### src/rtl/fp32_normalize_round.sv
`default_nettype none
// ============================================================================
// Module   : fp32_normalize_round
// Purpose  : Two-stage FP32 multiplier back end: normalize a 48-bit mantissa
//            product, then round and pack into IEEE-754 single precision.
// Build    : FPMUL_ROUND_RNE_EN selects round-to-nearest-even (default: truncate)
// Revision : 1.0 - initial release
// ============================================================================
module fp32_normalize_round (
    input  logic        clk,
    input  logic        rst_n,
    input  logic        in_valid,
    output logic        in_ready,
    input  logic        sign_in,
    input  logic [9:0]  exp_in,
    input  logic [47:0] prod_in,
    output logic        out_valid,
    input  logic        out_ready,
    output logic [31:0] result,
    output logic        ovf,
    output logic        unf
);

    localparam logic signed [10:0] c_exp_max = 11'sd255;
    localparam logic signed [10:0] c_exp_min = 11'sd0;

    logic                w_s1_adv;
    logic                r_s1_valid;
    logic                r_s1_sign;
    logic                r_s1_zero;
    logic [23:0]         r_s1_mant;
    logic signed [10:0]  r_s1_exp;

    logic [23:0]         w_n_mant;
    logic signed [10:0]  w_n_exp;

    logic [22:0]         w_r_frac;
    logic signed [10:0]  w_r_exp;

    logic [31:0]         w_res;
    logic                w_ovf;
    logic                w_unf;

    logic                r_s2_valid;
    logic [31:0]         r_result;
    logic                r_ovf;
    logic                r_unf;

    assign w_s1_adv = !r_s2_valid || out_ready;
    assign in_ready = !r_s1_valid || w_s1_adv;

    // A set top bit means the product is in [2,4): take one extra shift.
    assign w_n_mant = prod_in[47] ? prod_in[47:24] : prod_in[46:23];
    assign w_n_exp  = $signed({exp_in[9], exp_in}) + (prod_in[47] ? 11'sd1 : 11'sd0);

`ifdef FPMUL_ROUND_RNE_EN
    logic        r_s1_guard;
    logic        r_s1_sticky;
    logic        w_n_guard;
    logic        w_n_sticky;
    logic        w_inc;
    logic [24:0] w_sum;

    assign w_n_guard  = prod_in[47] ? prod_in[23] : prod_in[22];
    assign w_n_sticky = prod_in[47] ? (|prod_in[22:0]) : (|prod_in[21:0]);

    always_ff @(posedge clk) begin
        if (!rst_n) begin
            r_s1_guard  <= 1'b0;
            r_s1_sticky <= 1'b0;
        end else if (in_valid && in_ready) begin
            r_s1_guard  <= w_n_guard;
            r_s1_sticky <= w_n_sticky;
        end
    end

    assign w_inc    = r_s1_guard && (r_s1_sticky || r_s1_mant[0]);
    assign w_sum    = {1'b0, r_s1_mant} + {24'd0, w_inc};
    // Carry out of 1.111..1 wraps to 1.0 with the exponent bumped.
    assign w_r_frac = w_sum[24] ? 23'd0 : w_sum[22:0];
    assign w_r_exp  = w_sum[24] ? (r_s1_exp + 11'sd1) : r_s1_exp;
`else
    logic w_unused_rnd;

    assign w_unused_rnd = ^{r_s1_mant[23], prod_in[22:0]};
    assign w_r_frac     = r_s1_mant[22:0];
    assign w_r_exp      = r_s1_exp;
`endif

    always_ff @(posedge clk) begin
        if (!rst_n) begin
            r_s1_valid <= 1'b0;
            r_s1_sign  <= 1'b0;
            r_s1_zero  <= 1'b0;
            r_s1_mant  <= 24'd0;
            r_s1_exp   <= 11'sd0;
        end else if (in_ready) begin
            r_s1_valid <= in_valid;
            if (in_valid) begin
                r_s1_sign <= sign_in;
                r_s1_zero <= (prod_in == 48'd0);
                r_s1_mant <= w_n_mant;
                r_s1_exp  <= w_n_exp;
            end
        end
    end

    always_comb begin
        w_res = {r_s1_sign, 31'd0};
        w_ovf = 1'b0;
        w_unf = 1'b0;
        if (r_s1_zero) begin
            w_res = {r_s1_sign, 31'd0};
        end else if (w_r_exp >= c_exp_max) begin
            w_res = {r_s1_sign, 8'hFF, 23'd0};
            w_ovf = 1'b1;
        end else if (w_r_exp <= c_exp_min) begin
            w_res = {r_s1_sign, 31'd0};
            w_unf = 1'b1;
        end else begin
            w_res = {r_s1_sign, w_r_exp[7:0], w_r_frac};
        end
    end

    always_ff @(posedge clk) begin
        if (!rst_n) begin
            r_s2_valid <= 1'b0;
            r_result   <= 32'd0;
            r_ovf      <= 1'b0;
            r_unf      <= 1'b0;
        end else if (w_s1_adv) begin
            r_s2_valid <= r_s1_valid;
            if (r_s1_valid) begin
                r_result <= w_res;
                r_ovf    <= w_ovf;
                r_unf    <= w_unf;
            end
        end
    end

    assign out_valid = r_s2_valid;
    assign result    = r_result;
    assign ovf       = r_ovf;
    assign unf       = r_unf;

endmodule
`default_nettype wire

### config.mk
export PLATFORM = sky130hd
export DESIGN_NAME = fp32_normalize_round
export DESIGN_NICKNAME = d
export VERILOG_FILES = /design/src/rtl/fp32_normalize_round.sv
export SDC_FILE = /design/constraint.sdc
export NUM_CORES = 1
export LEC_CHECK = 0
export CAP_MARGIN = 20
export CORE_UTILIZATION = 39
export DETAILED_ROUTE_END_ITERATION = 8
export GPL_TIMING_DRIVEN = 0
export PLACE_DENSITY_LB_ADDON = 0.3
export SLEW_MARGIN = 10
export SYNTH_ARGS = -nofsm -noshare
export SYNTH_HDL_FRONTEND = slang
export SYNTH_SLANG_ARGS = --single-unit
### constraint.sdc
create_clock -name clk -period 1.5 [get_ports clk]
set_input_delay 0.15 -clock clk [delete_from_list [all_inputs] [get_ports clk]]
set_output_delay 0.15 -clock clk [all_outputs]
set_load 0.01 [all_outputs]
==> results of run 1 <==
synth_stat cells, drive strengths merged (2+ instances only):
library cell | n | area (um2)
nand2b | 2 | 12.5
buf | 11 | 67.6
a22o | 23 | 201
nand4 | 5 | 31.3
ha | 2 | 25.0
nor2 | 4 | 15.0
mux2i | 23 | 230
o211a | 27 | 270
and3 | 3 | 18.8
nor4 | 15 | 93.8
a22oi | 4 | 30.0
xnor2 | 6 | 52.6
nor3 | 3 | 15.0
and2 | 2 | 12.5
o21ai | 6 | 30.0
clkbuf | 9 | 33.8
dfxtp | 72 | 1440
nand3 | 5 | 25.0
inv | 2 | 7.50
a221o | 4 | 40.0
a21oi | 5 | 25.0
nand2 | 44 | 165
xor2 | 2 | 17.5
a21boi | 11 | 82.6
what timing repair did:
item / in CTS / in global routing
buffers inserted: 1 / 4
pin swaps: 4 / 3
resized for setup: 18 / 30
setup endpoints to repair: 57 / 56
hold buffers: 0 / 0
metal layers:
layer / routed length (um) / part of all wire, % / GRT usage, % / vias up
met5: 0 / 0 / 0 / -
met4: 172 / 2.0 / 8.60 / 0
met3: 370 / 4.4 / 4.82 / 14
met2: 4140 / 49 / 33.7 / 78
met1: 3770 / 45 / 26.7 / 1298
li1: - / - / - / 1353
per-stage QoR:
step	hold WS [ns]	power [mW]	setup WS, ns	std cells
after floorplan	0.289	2.44	0.0374	297
after global placement	0.450	2.78	-0.539	494
after detailed placement	0.456	2.80	-0.625	494
after CTS	0.358	4.70	0.00347	510
after global routing	0.420	4.90	-0.0379	514
final	0.362	4.70	0.00366	514
placed cells by master (no fill, tap or decap), types with 2 or more instances in the layout:
cell	synthesis	final
dfxtp_1	72	62
xor2_1	2	2
bufinv_16	0	3
and2_1	1	2
clkdlybuf4s50_1	0	97
dfxtp_2	0	6
xnor2_1	6	6
dfxtp_4	0	4
ha_2	0	2
o21ai_0	6	6
nand3_1	5	4
buf_4	0	8
a221o_1	4	4
nor4_1	15	12
mux2i_1	23	23
nor4_4	0	2
and3_1	3	3
clkbuf_1	9	3
nand4_1	5	5
a21oi_1	5	5
clkbuf_4	0	2
a22oi_1	4	4
clkbuf_8	0	10
a22o_1	23	23
clkbuf_2	0	5
buf_6	2	2
nand2_1	44	43
nor2_1	4	4
buf_2	9	4
a21boi_0	11	11
o211a_1	27	27
logic make-up (layout without fill, tap and decap cells):
| group | after synthesis | in the layout | share of synthesized area (%) |
|---|---|---|---|
| mux | 23 | 23 | 7.62 |
| compound gates | 85 | 85 | 24.0 |
| xor+xnor | 8 | 8 | 2.32 |
| fa+ha+maj | 2 | 2 | 0.828 |
| flops | 72 | 72 | 47.7 |
| simple gates | 85 | 85 | 13.9 |
| buf+inv | 22 | 140 | 3.60 |
sequential cells by signal (all words and copies together) (netlist names):
register / flops
out_valid: 1
ovf: 1
r_s1_exp: 11
r_s1_mant: 23
r_s1_sign: 1
r_s1_valid: 1
r_s1_zero: 1
result: 32
unf: 1
worst min-delay path, cell delays in order:
cell and delay [ns]:
clkdlybuf4s50_1 0.40, nand2_1 0.05, a21boi_0 0.06
report_power, final:
group          leakage, nW  internal (mW)  switching [mW]
Clock                0.123           1.14           0.743
Sequential           0.596           2.03          0.0878
Combinational         1.26          0.404           0.298
worst min-delay path by stage:
stage,endpoint,cells after the start,from,slack [ns]
6_report,r_s1_sign,3,sign_in,0.36
5_1_grt,r_s1_sign,3,sign_in,0.42
4_1_cts,r_s1_sign,3,sign_in,0.36
3_5_place_dp,result[7],1,r_s1_mant[7],0.46
3_3_place_gp,result[11],1,r_s1_mant[11],0.45
2_1_floorplan,r_s1_valid,2,in_valid,0.29
final cells by class:
cell class	instances	share of cell area (%)
Tap cell	99	2.73
Sequential cell	72	32.2
Inverter	2	0.165
Timing Repair Buffer	103	22.7
Clock inverter	5	2.28
Clock buffer	10	3.03
Multi-Input combinational cell	203	34.2
Buffer	20	2.73
==> impl_metrics.json, run 1 <==
{
  "status": "complete, no violations",
  "drtIter0Drc": 111,
  "gr-total-overflow": 0,
  "antenna_found_initial": 0,
  "fmax_mhz": 668,
  "dpl_cell_area_um2": 4130,
  "clkLatencyLatePin_ns": 0.36,
  "fillers": 614,
  "synth_edf_count": 0,
  "pin_count": 99,
  "synth_ff_type": "dfxtp_1",
  "cp_slowest_stage_delay_ns": 0.37,
  "maxCapViolations": 0,
  "initial_core_util_pct": 41.0,
  "grt_pass1_wl_mm": 13.2,
  "cts.htree.levels": 3,
  "cp.required_ns": 1.75,
  "cts.clk_slew.worst_paths_ns": 0.07,
  "synth.yosys.warnings": 0,
  "ys_seq_area_share_pct": 47.7,
  "finalCriticalPeriod_ns": 1.50,
  "port_buffers": 98,
  "drt_pass1_iterations": 4,
  "worstMarginPinSlew_ns": 0.445,
  "drc": 0,
  "cts_buffers": 9,
  "vias_per_cell": 5.34,
  "reg2reg_depth": 5,
  "synth_cell_types": 34,
  "setup_violations": 0,
  "cts.sinks": 72,
  "die_w_um": 90.0,
  "routedWlPerCell_um": 16.4,
  "grt_pass1_vias": 2651,
  "max-vdd-ir-drop_v": 0.000616,
  "synthesis.nets": 362,
  "critPathBufInv": 1,
  "netlist_instances": 297,
  "path_class": "flop to flop",
  "layout-drive-gt1-share_pct": 14.5,
  "cts_tree": "yes",
  "power_density_nw_per_um2": 1030,
  "setup_tns_ns": 0,
  "crit_family": "simple AND/OR/NAND/NOR gates",
  "coreArea_um2": 7370,
  "slowest_stage": "dfxtp_4",
  "p_leak_nw": 1.98,
  "rsz0062_at_grt": "true",
  "syn2layout_area_growth_pct": 50.5,
  "slew_headroom_pct": 70.3,
  "place.gp.congestion": 0.823,
  "skew_ns": 0.00688,
  "worstPathMaxFanout": 10,
  "maxSlewViolCount": 0,
  "cp-start-kind": "flop",
  "hold_viol_final": 0,
  "clockBufferDepth": 2,
  "crit_start": "r_s1_exp[7]",
  "postRouteAntennaNets": 0,
  "hpwl_mm": 6.01,
  "fin_util_pct": 61.7,
  "r2r_setup_slack_ns": 0.004,
  "rr_startpoint": "r_s1_exp[7]",
  "register_area_um2": 1460,
  "finish.net_count": 476,
  "multi_input_comb_area_um2": 1560,
  "synth-seq-cells": 72,
  "post-route-period-util_pct": 99.8,
  "netlist_area_um2": 3020,
  "routed_wl_mm": 8.44,
  "die_area_um2": 8100,
  "cp-endpoint": "result[7]",
  "grt_usage_pct": 20.8,
  "n_antenna_cell": 0,
  "die_h_um": 90.0,
  "path_cells": "nor4_4 > nand3_1 > o2111a_2 > buf_6 > a22o_1",
  "ys_async_sr_fraction_pct": 0,
  "grt_max_degree": 13,
  "rr_endpoint": "result[7]",
  "via_count": 2743,
  "cp.arrival_ns": 1.74,
  "cp_num_cells": 5,
  "hp-class": "input port to flop",
  "cts_root_buffer": "clkbuf_8",
  "stdcell_area_um2": 4550,
  "endpoint_kind": "flop",
  "rows": 31,
  "syn_area_per_cell_um2": 10.2
}
(Power assumes the default switching activity.)
==> run 2: changes to the inputs <==
--- a/config.mk
+++ b/config.mk
@@ -5,11 +5,11 @@
 export SDC_FILE = /design/constraint.sdc
 export NUM_CORES = 1
 export LEC_CHECK = 0
-export CAP_MARGIN = 20
 export CORE_UTILIZATION = 39
 export DETAILED_ROUTE_END_ITERATION = 8
 export GPL_TIMING_DRIVEN = 0
 export PLACE_DENSITY_LB_ADDON = 0.3
+export SETUP_SLACK_MARGIN = 0.05
 export SLEW_MARGIN = 10
 export SYNTH_ARGS = -nofsm -noshare
 export SYNTH_HDL_FRONTEND = slang
==> impl_metrics.json, run 2 (synthesized netlist as in run 1, its figures left out) <==
{
  "coreArea_um2": 7370,
  "sw_frac_of_total_pct": 25.3,
  "port_buffers": 98,
  "cts.clk_slew.worst_paths_ns": 0.07,
  "cp-start-kind": "flop",
  "grt_max_degree": 11,
  "fin_util_pct": 61.0,
  "final_common_cell": "clkdlybuf4s50_1",
  "grt_usage_pct": 20.2,
  "cts.sinks": 72,
  "pin_count": 99,
  "skew_ns": 0.00868,
  "n_antenna_cell": 0,
  "drc": 0,
  "setup_violations": 0,
  "vias_per_cell": 5.38,
  "hpwl_mm": 5.92,
  "stdcell_area_um2": 4500,
  "worstPathMaxFanout": 10,
  "die_area_um2": 8100,
  "cts-hold-fix-buffers": 0,
  "holdWs_ns": 0.390,
  "status": "complete, no violations",
  "max-vdd-ir-drop_v": 0.000530,
  "grt_pass1_wl_mm": 12.9,
  "fmax_mhz": 683,
  "cts_buffers": 9,
  "power.share.clock_pct": 31.8,
  "gr-total-overflow": 0,
  "postRouteAntennaNets": 0,
  "routed_wl_mm": 8.12,
  "rows": 31,
  "post-route-period-util_pct": 97.6,
  "rsz0062_at_grt": "true",
  "die_w_um": 90.0,
  "p_seq_share_pct": 50.9,
  "setup_tns_ns": 0,
  "hp-class": "input port to flop",
  "antenna_found_initial": 0,
  "path_cells": "nand4_1 > o21a_1 > o2111a_2 > buf_6 > a22o_1",
  "via_count": 2747,
  "finalCriticalPeriod_ns": 1.46,
  "hold_viol_final": 0,
  "slowest_stage": "dfxtp_2",
  "grt_pass1_vias": 2606,
  "maxCapViolations": 0,
  "cp.required_ns": 1.73,
  "p_total_mw": 4.15,
  "cp_slowest_stage_delay_ns": 0.39,
  "place.gp.congestion": 0.827,
  "layout-drive-gt1-share_pct": 15.0,
  "cts.htree.levels": 3,
  "endpoint_kind": "flop",
  "syn2layout_area_growth_pct": 48.9,
  "cp.arrival_ns": 1.70,
  "p_leak_nw": 1.97,
  "drt_pass1_iterations": 4,
  "worstMarginPinSlew_ns": 0.429,
  "final_cell_mix": "clkdlybuf4s50_1, dfxtp_1, nand2_1, o211a_1",
  "drtIter0Drc": 146,
  "routedWlPerCell_um": 15.9,
  "power_frac_comb_pct": 17.3,
  "fillers": 641,
  "slew_headroom_pct": 71.1,
  "dpl_cell_area_um2": 4130,
  "clockBufferDepth": 2,
  "maxSlewViolCount": 0,
  "power_density_nw_per_um2": 923,
  "cts_root_buffer": "clkbuf_8",
  "die_h_um": 90.0,
  "cts_tree": "yes",
  "initial_core_util_pct": 41.0,
  "power_switching_mw": 1.05,
  "p_int_mw": 3.10,
  "clkLatencyLatePin_ns": 0.34,
  "path_class": "flop to flop",
  "finish.net_count": 475,
  "largest_register_ffs": 32
}
run 2: layer usage:
metal	wire, um	GRT usage [%]	vias to the layer above	share of wire, %
li1	-	-	1339	-
met2	3930	33.2	64	48
met5	0	0	-	0
met3	370	5.58	11	4.6
met4	109	5.51	0	1.3
met1	3710	26.0	1333	46
run 2: worst paths after layout:
path                    start  slack, ns  depth (start not counted)    endpoint
setup reg to reg  r_s1_exp[4]       0.04                          5   result[6]
hold / removal        sign_in       0.39                          3   r_s1_sign
hold reg to reg    result[31]       0.46                          2  result[31]
setup / recovery  r_s1_exp[4]       0.04                          5   result[6]
run 2: repair_timing:
action,in CTS,in global routing
gates resized for setup,31,27
setup endpoints to repair,60,59
gates cloned,0,0
pin swaps,6,2
buffers inserted,4,0
run 2: through the flow:
| step | worst slack, ns | instances |
|---|---|---|
| floorplan | 0.0657 | 297 |
| global placement | -0.498 | 494 |
| detailed placement | -0.507 | 494 |
| CTS | 0.0400 | 511 |
| global route | -0.0470 | 511 |
| finish | 0.0361 | 511 |
run 2: power by group through the flow:
stage	clock, mW	sequential [mW]	combinational (mW)
after global routing	1.45	2.13	0.780
final	1.32	2.11	0.720
after floorplan	0	2.14	0.300
after global placement	0	2.14	0.647
after detailed placement	0	2.14	0.656
after CTS	1.35	2.11	0.694
run 2: cell type report:
type	instances	area, um2	share of cell area, %
well taps	99	124	2.75
multi-input cells	203	1600	35.5
clock inverters	1	5.00	0.111
clock buffers	12	155	3.45
plain buffers	20	136	3.03
inverters	2	7.51	0.167
flip-flops and latches	72	1460	32.4
repair buffers	102	1010	22.5
run 2: worst max-delay path: cells and delay by family, from the launching register on:
kind	cells	cell delay [ns]
AOI/OAI and AO/OA	3	0.67
buffers and inverters	1	0.16
DFF	1	0.39
and+or+nand+nor	1	0.13
==> run 3: changes to the inputs <==
--- a/config.mk
+++ b/config.mk
@@ -6,6 +6,7 @@
 export NUM_CORES = 1
 export LEC_CHECK = 0
 export CORE_UTILIZATION = 39
+export CTS_CLUSTER_SIZE = 28
 export DETAILED_ROUTE_END_ITERATION = 8
 export GPL_TIMING_DRIVEN = 0
 export PLACE_DENSITY_LB_ADDON = 0.3
==> results of run 3 <==
The final DEF is identical to that of run 2; final timing and power are the same.
